===== config.mk =====
export PLATFORM = sky130hd
export DESIGN_NAME = dmem_responder
export DESIGN_NICKNAME = d
export VERILOG_FILES = /design/src/rtl/dmem_responder.sv
export SDC_FILE = /design/constraint.sdc
export NUM_CORES = 2
export LEC_CHECK = 0
export CAP_MARGIN = 40
export CORE_AREA = 3 3 885 447
export CTS_CLUSTER_SIZE = 30
export DETAILED_ROUTE_END_ITERATION = 7
export DIE_AREA = 0 0 888 450
export PLACE_DENSITY_LB_ADDON = 0.2
export SLEW_MARGIN = 15
export SYNTH_ARGS = -nofsm -noshare
export SYNTH_HDL_FRONTEND = slang
export SYNTH_SLANG_ARGS = --single-unit

===== constraint.sdc =====
create_clock -name clk -period 5.5 [get_ports clk]
set_input_delay 1.1 -clock clk [delete_from_list [all_inputs] [get_ports clk]]
set_output_delay 1.1 -clock clk [all_outputs]
set_load 0.02 [all_outputs]

===== src/rtl/dmem_responder.sv =====
//------------------------------------------------------------------------------
// dmem_responder : word-addressed data-memory target with programmable waits.
// Rev 1.0
//------------------------------------------------------------------------------
`default_nettype none

module dmem_responder #(
  parameter int DSIZE = 16,
  parameter int ASIZE = 8,
  parameter int WAIT  = 2
) (
  input  logic             clk,
  input  logic             rst_n,
  input  logic             MemEnab,
  input  logic             MemWrite,
  input  logic [ASIZE-1:0] Addr,
  input  logic [DSIZE-1:0] WData,
  output logic [DSIZE-1:0] RData,
  output logic             Ready,
  output logic             Stall
);

  localparam logic [2:0] WAIT_CNT = 3'(WAIT);

  typedef enum logic [1:0] {
    IDLE   = 2'd0,
    WAITST = 2'd1,
    DONE   = 2'd2
  } state_t;

  state_t           state;
  state_t           state_nxt;
  logic [2:0]       cnt;
  logic [ASIZE-1:0] hold_addr;
  logic [DSIZE-1:0] hold_wdata;
  logic             hold_write;
  logic             accept;
  logic             complete;

  logic [DSIZE-1:0] mem [0:(1<<ASIZE)-1];

  // DONE doubles as an acceptance cycle so back-to-back requests lose no time.
  assign accept   = MemEnab && ((state == IDLE) || (state == DONE));
  assign complete = (state == WAITST) && (cnt == 3'd0);
  assign Stall    = MemEnab & ~Ready;

  always_comb begin
    state_nxt = state;
    case (state)
      IDLE:    if (MemEnab) state_nxt = WAITST;
      WAITST:  if (cnt == 3'd0) state_nxt = DONE;
      DONE:    state_nxt = MemEnab ? WAITST : IDLE;
      default: state_nxt = IDLE;
    endcase
  end

  always_ff @(posedge clk or negedge rst_n) begin
    if (!rst_n) begin
      state      <= IDLE;
      cnt        <= 3'd0;
      Ready      <= 1'b0;
      RData      <= '0;
      hold_addr  <= '0;
      hold_wdata <= '0;
      hold_write <= 1'b0;
    end else begin
      state <= state_nxt;
      Ready <= complete;
      if (accept) begin
        hold_addr  <= Addr;
        hold_wdata <= WData;
        hold_write <= MemWrite;
        cnt        <= WAIT_CNT;
      end else if ((state == WAITST) && (cnt != 3'd0)) begin
        cnt <= cnt - 3'd1;
      end
      if (complete && !hold_write) RData <= mem[hold_addr];
    end
  end

  // Array is deliberately outside the reset domain; an aborted store never reaches complete.
  always_ff @(posedge clk) begin
    if (complete && hold_write) mem[hold_addr] <= hold_wdata;
  end

endmodule

`default_nettype wire


==> impl_metrics.json <==
{
  "outcome": "finished clean",
  "fp-row-count": 162,
  "ctsHoldBuffers": 0,
  "synthCells": 7213,
  "detail-route-antenna-nets": 0,
  "wire_per_inst_um": 34.8,
  "drc": 0,
  "min_path_type": "input pin to asynchronous set/reset pin",
  "critPathArrivalTime_ns": 5.54,
  "period_needed_ns": 4.67,
  "die_y_um": 450,
  "hold_violations": 0,
  "synth_area_um2": 159000,
  "totalPowerFinal_w": 0.0971,
  "synth.area.top_cells": "edfxtp_1, mux4_2, mux2i_1, nor2_1, dfrtp_1",
  "cp_slowest_cell": "dfrtp_4",
  "synthArstFlopShare": 0.0113,
  "grt_use_met1": 0.342,
  "fillers": 32100,
  "critPathLaunchType": "flip-flop",
  "fin_util": 0.467,
  "gr-usage-met3": 0.0458,
  "die_area_um2": 400000,
  "initial_core_util": 0.409,
  "drv_cap": 0,
  "nets": 7829,
  "use_met2": 0.344,
  "synth_cell_types": 66,
  "wl_um": 461000,
  "yosysWarnings": 0,
  "grt_pass1_vias": 78300,
  "p_leak_nw": 56.5,
  "multi_input_area_um2": 32700,
  "via_per_inst": 6.02,
  "critPathKind": "flip-flop to flip-flop",
  "worst_ir_drop_vdd_uv": 503,
  "end_kind": "flip-flop",
  "final_cells": 13300,
  "required_ns": 6.36,
  "grt_pass1_wl_um": 643000,
  "cts_tree": "built",
  "finalCritPeriodShare": 0.850,
  "fin_area_um2": 181000,
  "ctsLongestPathBuffers": 4,
  "pin_count": 46,
  "synth-seq-cells": 4143,
  "core_um2": 388000,
  "place_congestion": 0.847,
  "grtUsageTotal": 0.227,
  "grt_max_degree": 188,
  "slew_violations": 0,
  "tightestPinTransition_ns": 1.35,
  "tns_ns": 0,
  "cts_setup_buffers": 0,
  "fmax_mhz": 214,
  "syn_nets": 7243,
  "dp_hpwl_um": 288000,
  "top_usage_layer": "met2",
  "cts_buffers": 379,
  "critPathMaxFanout": 32,
  "drt_first_pass_iters": 5,
  "htree_num_levels": 5,
  "dpl_cell_area_um2": 169000,
  "slowest_delay_ns": 0.80,
  "drive_gt1_frac": 0.278,
  "first_iter_violations": 10400,
  "synth.yosys.seq_area_share": 0.781,
  "synthFlopType": "edfxtp_1",
  "power.density_nw_per_um2": 536,
  "rsz0062_at_grt": "no",
  "yosysTopAreaCell": "edfxtp_1",
  "finClkSkew_ns": 0.0530,
  "synth-edff-count": 4096,
  "syn_avg_cell_area_um2": 22.0,
  "regArea_um2": 124000,
  "clk_pin_slew_ns": 0.07,
  "cpMostUsedCell": "buf_4",
  "grt_overflow": 0,
  "dp_cells": 12600,
  "chipWidth_um": 888,
  "dr_total_vias": 79900,
  "clk_latency_ns": 0.94,
  "maxSlewHeadroom": 0.101,
  "synth_top_area_frac": 0.774,
  "cp_cell_sequence": "buf_4 > buf_4 > mux4_2 > o22ai_1 > nor3_1 > o22ai_1 > nor3_1 > buf_4 > o32a_1",
  "clkSinkCount": 4143,
  "setup_violations": 0,
  "ctsResizeCount": 0,
  "port_buffers": 45,
  "syn2layout_area_growth_pct": 14.0,
  "cts_root_buf": "clkbuf_16",
  "antenna_found_initial": 31
}
-- metrics by stage --
step	setup slack (ns)	hold WS, ns
final	0.826	0.102
after global routing	0.709	0.0652
after CTS	0.806	0.0370
after detailed placement	0.826	0.508
after global placement	0.179	0.516
after floorplan	1.52	0.488
-- where the power goes --
group | switching, W | leakage (nW) | internal (W)
combinational | 0.0197 | 13.3 | 0.0103
clock | 0.0115 | 5.81 | 0.0144
sequential | 0.00140 | 37.4 | 0.0397
-- critical path: cells and delay by family, from the launching register on --
| kind | cells | cell delay (ns) |
|---|---|---|
| AOI/OAI and AO/OA | 3 | 0.72 |
| DFF | 1 | 0.80 |
| and+or+nand+nor | 2 | 1.21 |
| muxes | 1 | 0.37 |
| buffers and inverters | 3 | 1.41 |
-- synthesized netlist by cell type, types with 25 or more instances --
| cell type | count |
|---|---|
| a211oi_1 | 26 |
| a21oi_1 | 68 |
| a221oi_1 | 49 |
| a22oi_1 | 63 |
| buf_2 | 150 |
| buf_4 | 91 |
| buf_6 | 28 |
| clkbuf_1 | 131 |
| dfrtp_1 | 47 |
| edfxtp_1 | 4096 |
| mux2_2 | 89 |
| mux2i_1 | 268 |
| mux4_2 | 939 |
| nand2_1 | 152 |
| nand3_1 | 65 |
| nor2_1 | 327 |
| nor3_1 | 42 |
| o21ai_0 | 59 |
| o221ai_1 | 25 |
| o22a_1 | 26 |
| o22ai_1 | 176 |
-- sequential cells by signal, indices dropped and copies added, names as in the netlist --
register / flops
hold_addr: 8
Ready: 1
RData: 16
hold_wdata: 16
hold_write: 1
mem: 4096
state: 2
cnt: 3
-- metal layers --
| metal | part of all wire | wire length [um] | vias to the layer above |
|---|---|---|---|
| met4 | 0.026 | 12100 | 8 |
| met2 | 0.45 | 210000 | 3710 |
| met1 | 0.43 | 197000 | 43800 |
| li1 | - | - | 31700 |
| met3 | 0.091 | 42000 | 611 |
| met5 | 0.00012 | 57 | - |
-- cell type report --
cell class,count,share of cell area
well taps,5166,0.0357
repair buffers,629,0.0324
clock inverters,189,0.00912
inverters,11,0.000283
clock buffers,490,0.0562
diodes,8,0.000110
multi-input cells,2635,0.180
flip-flops and latches,4143,0.686
-- logic make-up (layout without fill, tap and decap cells) --
family	count (synthesis)	after routing	synth area share
buffers and inverters	435	1319	0.0149
AOI/OAI and AO/OA	616	616	0.0270
xor gates and xnor gates	2	2	0.000110
adders and majority gates	2	2	0.000157
DFF	4143	4143	0.781
and+or+nand+nor	719	719	0.0204
muxes	1296	1296	0.156
other	0	8	0
-- worst paths after layout --
path,startpoint,to,slack (ns),depth (start not counted)
worst max-delay path,hold_addr[0]$_DFFE_PN0P_,RData[5]$_DFFE_PN0P_,0.83,9
min in group clk,cnt[1]$_DFFE_PN0P_,cnt[1]$_DFFE_PN0P_,0.53,2
worst min register to register,cnt[1]$_DFFE_PN0P_,cnt[1]$_DFFE_PN0P_,0.53,2
max in group asynchronous,rst_n,hold_addr[3]$_DFFE_PN0P_,4.26,2
worst max register to register,hold_addr[0]$_DFFE_PN0P_,RData[5]$_DFFE_PN0P_,0.83,9
worst min-delay path,rst_n,hold_write$_DFFE_PN0P_,0.10,1
-- cell usage in the layout, fill, tap and decap left out, types with 44 or more instances in the layout --
cell	synthesis	routed
a22oi_1	63	63
clkdlybuf4s50_1	0	44
mux2i_1	268	268
nand3_1	65	65
o22ai_1	176	176
mux4_2	939	939
mux2_2	89	89
a221oi_1	49	49
buf_12	0	55
a21oi_1	68	68
edfxtp_1	4096	4096
o21ai_0	59	59
nor2_2	0	58
clkbuf_1	131	92
nand2_1	152	136
clkinv_1	1	80
clkbuf_16	0	388
buf_4	91	481
nor2_1	327	266
clkinv_2	0	65
No activity file was read; power rests on OpenSTA's default activity.
